File: src/rtl/seg_scan_bin_dri.sv
// Binary-to-BCD (sequential double dabble) multiplexed common-anode display driver.
// Optional macro SEG_SIGN_EN adds a sign input and a leading '-' digit.
module seg_scan_bin_dri #(
    parameter int unsigned NUM_DIG   = 6,
    parameter int unsigned BIN_W     = 20,
    parameter int unsigned CLK_FREQ  = 9_000_000,
    parameter int unsigned SCAN_FREQ = 1_000
) (
    input  logic               clk,
    input  logic               rst_n,
    input  logic [BIN_W-1:0]   bin,
    input  logic               bin_vld,
`ifdef SEG_SIGN_EN
    input  logic               sign,
`endif
    input  logic [NUM_DIG-1:0] point,
    input  logic               en,
    output logic               busy,
    output logic               overflow,
    output logic [NUM_DIG-1:0] sel,
    output logic [7:0]         seg_led
);

    localparam int unsigned BCD_W = NUM_DIG * 4;
    localparam int unsigned CNT_W = $clog2(BIN_W + 1);
    localparam int unsigned DIV   = (CLK_FREQ / SCAN_FREQ > 0) ? CLK_FREQ / SCAN_FREQ : 1;
    localparam int unsigned DIV_W = (DIV > 1) ? $clog2(DIV) : 1;
    localparam int unsigned IDX_W = (NUM_DIG > 1) ? $clog2(NUM_DIG) : 1;

    function automatic logic [63:0] pow10(input int unsigned n);
        logic [63:0] r;
        r = 64'd1;
        for (int unsigned k = 0; k < n; k++) r = r * 64'd10;
        return r;
    endfunction

    localparam logic [63:0] LIMIT_ALL = pow10(NUM_DIG);
`ifdef SEG_SIGN_EN
    localparam logic [63:0] LIMIT_NEG = pow10(NUM_DIG - 1);
`endif

    function automatic logic [6:0] seg7(input logic [3:0] d);
        case (d)
            4'd0:    seg7 = 7'h40;
            4'd1:    seg7 = 7'h79;
            4'd2:    seg7 = 7'h24;
            4'd3:    seg7 = 7'h30;
            4'd4:    seg7 = 7'h19;
            4'd5:    seg7 = 7'h12;
            4'd6:    seg7 = 7'h02;
            4'd7:    seg7 = 7'h78;
            4'd8:    seg7 = 7'h00;
            4'd9:    seg7 = 7'h10;
            default: seg7 = 7'h7F;
        endcase
    endfunction

    typedef enum logic [1:0] {StIdle, StLoad, StShift, StDone} state_t;

    state_t             state;
    logic [BIN_W-1:0]   sh_q;
    logic [BIN_W-1:0]   cap_q;
    logic [BIN_W-1:0]   pend_q;
    logic               pend_vld_q;
    logic [BCD_W-1:0]   acc_q;
    logic [BCD_W-1:0]   acc_adj;
    logic [BCD_W-1:0]   disp_q;
    logic [CNT_W-1:0]   cnt_q;
    logic [DIV_W-1:0]   div_q;
    logic [IDX_W-1:0]   idx_q;
    logic               tick;
    logic               ovf_calc;
    logic [NUM_DIG:0]   blank;
    logic [3:0]         cur_dig;
    logic [7:0]         seg_nxt;
`ifdef SEG_SIGN_EN
    logic               sign_pend_q;
    logic               sign_cap_q;
    logic               neg_q;
    logic [NUM_DIG-1:0] sgn_pos;
`endif

    // Double-dabble correction: every nibble >= 5 gets +3 before the shift.
    always_comb begin
        acc_adj = acc_q;
        for (int i = 0; i < NUM_DIG; i++) begin
            if (acc_q[i*4 +: 4] >= 4'd5) acc_adj[i*4 +: 4] = acc_q[i*4 +: 4] + 4'd3;
        end
    end

`ifdef SEG_SIGN_EN
    assign ovf_calc = (64'(cap_q) >= LIMIT_ALL) || (sign_cap_q && (64'(cap_q) >= LIMIT_NEG));
`else
    assign ovf_calc = 64'(cap_q) >= LIMIT_ALL;
`endif

    always_ff @(posedge clk or negedge rst_n) begin
        if (!rst_n) begin
            state      <= StIdle;
            sh_q       <= '0;
            cap_q      <= '0;
            pend_q     <= '0;
            pend_vld_q <= 1'b0;
            acc_q      <= '0;
            disp_q     <= '0;
            cnt_q      <= '0;
            busy       <= 1'b0;
            overflow   <= 1'b0;
`ifdef SEG_SIGN_EN
            sign_pend_q <= 1'b0;
            sign_cap_q  <= 1'b0;
            neg_q       <= 1'b0;
`endif
        end else begin
            if (bin_vld && state != StIdle) begin
                pend_q     <= bin;
                pend_vld_q <= 1'b1;
`ifdef SEG_SIGN_EN
                sign_pend_q <= sign;
`endif
            end
            unique case (state)
                StIdle: begin
                    // A fresh strobe supersedes any older pending value.
                    if (bin_vld || pend_vld_q) begin
                        sh_q       <= bin_vld ? bin : pend_q;
                        cap_q      <= bin_vld ? bin : pend_q;
                        pend_vld_q <= 1'b0;
                        busy       <= 1'b1;
                        state      <= StLoad;
`ifdef SEG_SIGN_EN
                        sign_cap_q <= bin_vld ? sign : sign_pend_q;
`endif
                    end
                end
                StLoad: begin
                    acc_q <= '0;
                    cnt_q <= '0;
                    state <= StShift;
                end
                StShift: begin
                    acc_q <= BCD_W'({acc_adj, sh_q[BIN_W-1]});
                    sh_q  <= sh_q << 1;
                    cnt_q <= cnt_q + CNT_W'(1);
                    if (cnt_q == CNT_W'(BIN_W - 1)) state <= StDone;
                end
                StDone: begin
                    disp_q   <= acc_q;
                    overflow <= ovf_calc;
                    busy     <= 1'b0;
                    state    <= StIdle;
`ifdef SEG_SIGN_EN
                    neg_q    <= sign_cap_q && (cap_q != '0);
`endif
                end
                default: state <= StIdle;
            endcase
        end
    end

    assign tick = (div_q == DIV_W'(DIV - 1));

    always_ff @(posedge clk or negedge rst_n) begin
        if (!rst_n) begin
            div_q <= '0;
            idx_q <= '0;
        end else if (tick) begin
            div_q <= '0;
            idx_q <= (idx_q == IDX_W'(NUM_DIG - 1)) ? '0 : idx_q + IDX_W'(1);
        end else begin
            div_q <= div_q + DIV_W'(1);
        end
    end

    // blank[i]: digit i and everything above it are zero with no point set.
    always_comb begin
        blank          = '0;
        blank[NUM_DIG] = 1'b1;
        for (int i = NUM_DIG - 1; i >= 1; i--) begin
            blank[i] = blank[i+1] && (disp_q[i*4 +: 4] == 4'd0) && !point[i];
        end
    end

`ifdef SEG_SIGN_EN
    always_comb begin
        sgn_pos = '0;
        for (int i = 1; i < NUM_DIG; i++) sgn_pos[i] = blank[i] && !blank[i-1];
    end
`endif

    assign cur_dig = disp_q[{idx_q, 2'b00} +: 4];

    always_comb begin
        seg_nxt = {~point[idx_q], seg7(cur_dig)};
        if (blank[idx_q]) seg_nxt[6:0] = 7'h7F;
`ifdef SEG_SIGN_EN
        if (neg_q && sgn_pos[idx_q]) seg_nxt = 8'hBF;
`endif
        if (overflow) seg_nxt = 8'hBF;
    end

    always_ff @(posedge clk or negedge rst_n) begin
        if (!rst_n) begin
            sel     <= '1;
            seg_led <= 8'hFF;
        end else if (!en) begin
            sel     <= '1;
            seg_led <= 8'hFF;
        end else begin
            sel     <= ~(NUM_DIG'(1) << idx_q);
            seg_led <= seg_nxt;
        end
    end

endmodule

File: config.mk
export PLATFORM = sky130hd
export DESIGN_NAME = seg_scan_bin_dri
export DESIGN_NICKNAME = d
export VERILOG_FILES = /design/src/rtl/seg_scan_bin_dri.sv
export SDC_FILE = /design/constraint.sdc
export NUM_CORES = 1
export LEC_CHECK = 0
export CORE_MARGIN = 3
export CORE_UTILIZATION = 35
export CTS_BUF_LIST = sky130_fd_sc_hd__clkbuf_8
export DETAILED_ROUTE_END_ITERATION = 8
export SYNTH_ARGS = -nofsm -noshare
export SYNTH_HDL_FRONTEND = slang
export SYNTH_SLANG_ARGS = --single-unit
File: constraint.sdc
create_clock -name clk -period 4.9 [get_ports clk]
set_input_delay 0.49 -clock clk [delete_from_list [all_inputs] [get_ports clk]]
set_output_delay 0.49 -clock clk [all_outputs]
set_load 0.01 [all_outputs]
==> results.ini, run 1 <==
[sta]
fin_crit_sh_pct = 53.9
tightest_slew_ns = 1.04
fmax_mhz = 378
hold_violations = 0
relSlewSlack_pct = 30.3
setup-violations-final = 0
min_period_ns = 2.64
rsz0062_at_grt = no
setup_ws_ns = 2.26
slew_violations = 0
setup-tns-final_ns = 0
skew_ns = 0.0122

[power_and_ir_drop]
intPower_mw = 2.51
leakage_nw = 3.55
vdd_drop_max_mv = 0.343
p_per_area_nw_per_um2 = 467
power_frac_comb_pct = 30.2
clock_power_share_pct = 27.1
seqPwrFrac_pct = 42.7
switching_power_mw = 1.29
p_sw_share_pct = 33.9

[critical_path]
path_max_fanout = 30
cp-start-kind = flop
cp.arrival_ns = 3.00
cp.required_ns = 5.26
crit_type = flop to flop
endpoint_kind = flop

[synth]
yosys_warnings = 0
netlist.area_leader.share_pct = 46.2
yosysTopAreaCell = dfrtp_1
synth_edf_count = 0
synthTopCellsByArea = dfrtp_1 46%, mux2_2 7.1%, dfstp_2 5.3%, o21ai_0 5.0%, mux2i_1 4.6%
yosys.cell_types.count = 49
synth_area_per_cell_um2 = 10.2
synth_fp_nets = 738
ys.flop_type = dfrtp_1
yosysMostFrequentCell = dfrtp_1
yosysSeqAreaShare_pct = 51.4
ys_ff_latch = 143
synth_commonest_cells = 129 x dfrtp_1, 70 x o21ai_0, 61 x nand2_1
synth_cells = 685
ys_async_sr_fraction_pct = 100
netlist_area_um2 = 6990

[detailed_routing]
avgRoutedWirePerCell_um = 13.4
routed_wl_mm = 13.3
viasPerCell = 4.86
dr.pass1.iters = 4
drtAntennaViolNets = 0
drc_errors = 0
dr_total_vias = 4859
drt_iter0_markers = 268

[global_route]
antenna_found_initial = 0
first_global_vias = 4650
grt_usage_pct = 13.1
grt-ovfl-total = 0
grt_max_degree = 107
grt_first_pass_wirelength_mm = 23.2

[cts]
clock_sinks = 143
cts_resized = 0
worstSkewPairLatency_ns = 0.44
post_cts_buffers = 0
clk_transition_reported_paths_ns = 0.08
cts_hold_buf = 0
cts_made_buffers = 17
htree_levels = 4
root_buffer = clkbuf_8
clk_path_buf_depth = 2
cts_tree = yes

[outcome]
status = complete, no violations

[finish]
drive_above_1_share_pct = 14.7
finalInstanceArea_um2 = 8130
n_antenna_cell = 0
area_growth_pct = 16.3
nets = 774

[place]
port_buffers = 45
hpwl_mm = 8.94
gp_congestion = 0.810
placedInstanceArea_um2 = 7690
place_ws_ns = 2.10

[die]
core-area_um2 = 19500
die_w_um = 147
start_util_pct = 35.8
die_area_um2 = 21700
io_pins = 46
fp.dieH_um = 147
rows = 51

[min_path]
worstHoldPathType = input pin to async pin

[run]
max_cap_viol_count = 0

[routing by layer]
metal  vias to the layer above  wire length (um)  track usage [%]
met1                      2320              6770             18.3
met5                         -                 0                0
met2                        67              5940             19.9
met3                         9               510             3.98
met4                         0               124             3.31
li1                       2463                 -                -
[cells by family (layout without fill, tap and decap cells)]
logic type	after synthesis	in the layout	share of synthesized area (%)
AO/OA/AOI/OAI	153	153	12.4
flip-flops	143	143	51.4
adder cells (fa/ha/maj)	23	23	4.12
XOR/XNOR	23	23	2.88
multiplexers	78	78	12.2
AND/OR/NAND/NOR	190	190	12.8
buffers and inverters	75	124	4.26
[final timing paths]
kind                               start          to  slack (ns)  cells after the start
worst max-delay path            idx_q[1]  seg_led[6]        2.26                      8
worst min-delay path               rst_n  disp_q[21]        0.13                      1
worst max register to register  idx_q[1]  seg_led[6]        2.26                      8
worst min register to register   sh_q[2]     sh_q[2]        0.48                      2
max in group asynchronous          rst_n    acc_q[3]        3.64                      2
min in group clk                 sh_q[2]     sh_q[2]        0.48                      2
[critical path, stage by stage (launching register included)]
cell      delay, ns
dfrtp_1        0.95
nand2b_1       0.24
nor2_1         0.09
nor3_1         0.49
inv_1          0.14
ha_1           0.22
o21ai_0        0.10
and4_4         0.26
o31ai_2        0.06
[final cells by class]
type                       count  area, um^2
sequential                   143        3600
clock buffer                  18         248
clock inverter                14         190
tap                          265         332
multi-input combinational    467        3110
timing repair buffer          52         504
inverter                      40         150
fill                        1921       11400
[cells in the final DEF (no fill, tap or decap), types with 2 or more instances in the layout]
cell,count
o21ai_1,2
ha_1,22
dfrtp_1,129
nor3_1,11
o32ai_1,5
a21oi_1,40
o21ai_2,2
nand3_1,18
o211ai_1,8
nand3b_1,2
and4_1,2
clkdlybuf4s50_1,44
buf_4,7
nand4_1,5
o21ai_0,69
o22ai_1,13
a211oi_1,2
nor4_1,5
dfstp_2,14
mux2i_1,32
mux2_2,44
clkbuf_8,18
nand2_1,61
clkinv_2,3
o31ai_1,2
nand2b_1,10
or2_2,2
clkinv_4,3
inv_1,41
bufinv_16,4
inv_6,2
and3_1,10
a21boi_0,3
and2_1,2
xnor2_1,15
xor2_1,8
nor2b_1,2
nor2_1,53
[flip-flops by register name (all words and copies together), names as in the netlist]
| name | cells |
|---|---|
| pend_q | 20 |
| sel | 6 |
| cap_q | 14 |
| idx_q | 3 |
| sh_q | 20 |
| div_q | 14 |
| state | 2 |
| cnt_q | 5 |
| overflow | 1 |
| pend_vld_q | 1 |
| acc_q | 24 |
| busy | 1 |
| seg_led | 8 |
| disp_q | 24 |
[per-stage QoR]
stage	total power [mW]	instances	utilization, %	hold WS [ns]
2_1_floorplan	2.48	685	-	0.194
3_3_place_gp	2.78	967	39.4	0.461
3_5_place_dp	2.81	967	39.4	0.471
4_1_cts	3.85	999	41.6	0.200
5_1_grt	4.10	999	41.6	0.232
6_report	3.80	999	41.6	0.131
[power groups by stage]
stage | Sequential [mW] | Clock [mW] | Combinational [mW]
2_1_floorplan | 1.62 | 0 | 0.861
3_3_place_gp | 1.64 | 0 | 1.14
3_5_place_dp | 1.64 | 0 | 1.17
4_1_cts | 1.62 | 1.06 | 1.17
5_1_grt | 1.66 | 1.12 | 1.32
6_report | 1.62 | 1.03 | 1.15
(Power assumes the default switching activity.)
==> run 2, diff against run 1 <==
==> constraint.sdc (replaced) <==
create_clock -name clk -period 2.5 [get_ports clk]
set_input_delay 0.25 -clock clk [delete_from_list [all_inputs] [get_ports clk]]
set_output_delay 0.25 -clock clk [all_outputs]
set_load 0.01 [all_outputs]
==> run 2 against run 1 <==
Worst setup slack worse by 1.9 ns. Sequential cell count unchanged. Register-to-register slack worse by 1.9 ns. First-iteration DRC count up 1.9%. Clock skew up 0.0070 ns. Sequential share of layout area down 0.85 points. Fmax up 22%. Final cell count up 1.4%. Core utilization up 0.81 points. Via count up 1.8%. Critical path depth up 1. Hold slack better by 0.18 ns. Largest power group unchanged. Highest routed layer unchanged.
==> results.ini, run 2 (synthesis gave the netlist of run 1 again) <==
[die]
fp.dieH_um = 147
die_w_um = 147
io_pins = 46
die_area_um2 = 21700
core-area_um2 = 19500
start_util_pct = 35.8
rows = 51

[detailed_routing]
dr.pass1.iters = 5
viasPerCell = 4.88
routed_wl_mm = 13.5
drtAntennaViolNets = 0
drt_iter0_markers = 273
dr_total_vias = 4946
drc_errors = 0
avgRoutedWirePerCell_um = 13.3

[finish]
finalInstanceArea_um2 = 8290
final_cells = 1013
top_regs = acc_q: 24 flops, disp_q: 24 flops
drive_above_1_share_pct = 16.3
layout_common_cells = 129 x dfrtp_1, 69 x o21ai_0, 61 x nand2_1
n_antenna_cell = 0
nets = 788
mostFrequentLayoutCell = dfrtp_1
area_growth_pct = 18.6

[critical_path]
crit_type = flop to flop
cp.required_ns = 2.85
max_stage_delay_ns = 0.65
path_max_fanout = 16
crit_buf_inv = 1
critPathSlowestCell = dfrtp_1
endpoint_kind = flop
cp-start-kind = flop
startpoint = idx_q[1]
r2r_start = idx_q[1]
cp_top_family = flip-flops
cp.arrival_ns = 2.51
path_cells = mux2i_1 > nor2_1 > o221ai_1 > and2_1 > inv_1 > ha_1 > o21ai_0 > a21boi_0 > o211ai_1

[cts]
clk_transition_reported_paths_ns = 0.08
cts_tree = yes
clock_sinks = 143
htree_levels = 4
worstSkewPairLatency_ns = 0.46
root_buffer = clkbuf_8
cts_made_buffers = 17
clk_path_buf_depth = 2

[place]
hpwl_mm = 9.54
place_ws_ns = 0.357
port_buffers = 45
dp_cells = 980
gp_congestion = 0.835
placedInstanceArea_um2 = 7830

[outcome]
status = complete, no violations

[global_route]
antenna_found_initial = 0
grt-ovfl-total = 0
grt_max_degree = 51
grt_usage_pct = 13.1
grt_first_pass_wirelength_mm = 23.6
first_global_vias = 4823

[power_and_ir_drop]
p_per_area_nw_per_um2 = 917
vdd_drop_max_mv = 0.520
leakage_nw = 3.62

[sta]
setup_ws_ns = 0.341
rsz0062_at_grt = no
min_period_ns = 2.16
tightest_slew_ns = 0.573
setup-violations-final = 0
slew_violations = 0
hold_violations = 0
fmax_mhz = 463
fin_hold_ws_ns = 0.314
skew_ns = 0.0192
fin_crit_sh_pct = 86.4
relSlewSlack_pct = 61.6
setup-tns-final_ns = 0

[run]
max_cap_viol_count = 0

[min_path]
worstHoldPathType = input pin to async pin

## run 2: final cells by class
cell class / count / area (um^2)
Inverter: 40 / 150
Clock buffer: 18 / 248
Clock inverter: 14 / 204
Timing Repair Buffer: 66 / 649
Multi-Input combinational cell: 467 / 3110
Fill cell: 1924 / 11200
Sequential cell: 143 / 3600
Tap cell: 265 / 332
## run 2: path summary, 6_finish.rpt
| check | slack, ns | end | cells past startpoint |
|---|---|---|---|
| min in group clk | 0.43 | pend_q[17] | 2 |
| max | 0.34 | seg_led[5] | 9 |
| max in group asynchronous | 1.56 | seg_led[5] | 3 |
| max reg2reg | 0.34 | seg_led[5] | 9 |
| min reg2reg | 0.48 | sh_q[19] | 2 |
| min | 0.31 | disp_q[20] | 2 |
## run 2: through the flow
stage | utilization (%) | total power, mW
floorplan | - | 4.86
global placement | 40.1 | 5.56
detailed placement | 40.1 | 5.62
CTS | 42.5 | 7.70
global route | 42.5 | 8.19
finish | 42.5 | 7.60
## run 2: where the power goes
group / switching, mW / internal, mW / total, mW
Clock: 0.934 / 1.13 / 2.06
Combinational: 1.38 / 0.992 / 2.37
Sequential: 0.278 / 2.89 / 3.17
## run 2: repair_timing
item	CTS	global route
setup endpoints to repair	0	0
hold buffers	1	0
buffers inserted	0	0
resized for setup	0	0
hold endpoints to repair	47	0
## run 2: metal layers
metal / wire (um) / GRT usage, % / part of all wire, %
met1: 6990 / 19.2 / 52
met2: 5920 / 19.4 / 44
met3: 506 / 3.95 / 3.7
met4: 105 / 2.94 / 0.78
met5: 0 / 0 / 0
## run 2: worst reg2reg max path, stage by stage, from the launching register on
cell and delay [ns]:
dfrtp_1 0.65, mux2i_1 0.25, nor2_1 0.06, o221ai_1 0.21
and2_1 0.23, inv_1 0.08, ha_1 0.17, o21ai_0 0.09
a21boi_0 0.22, o211ai_1 0.10
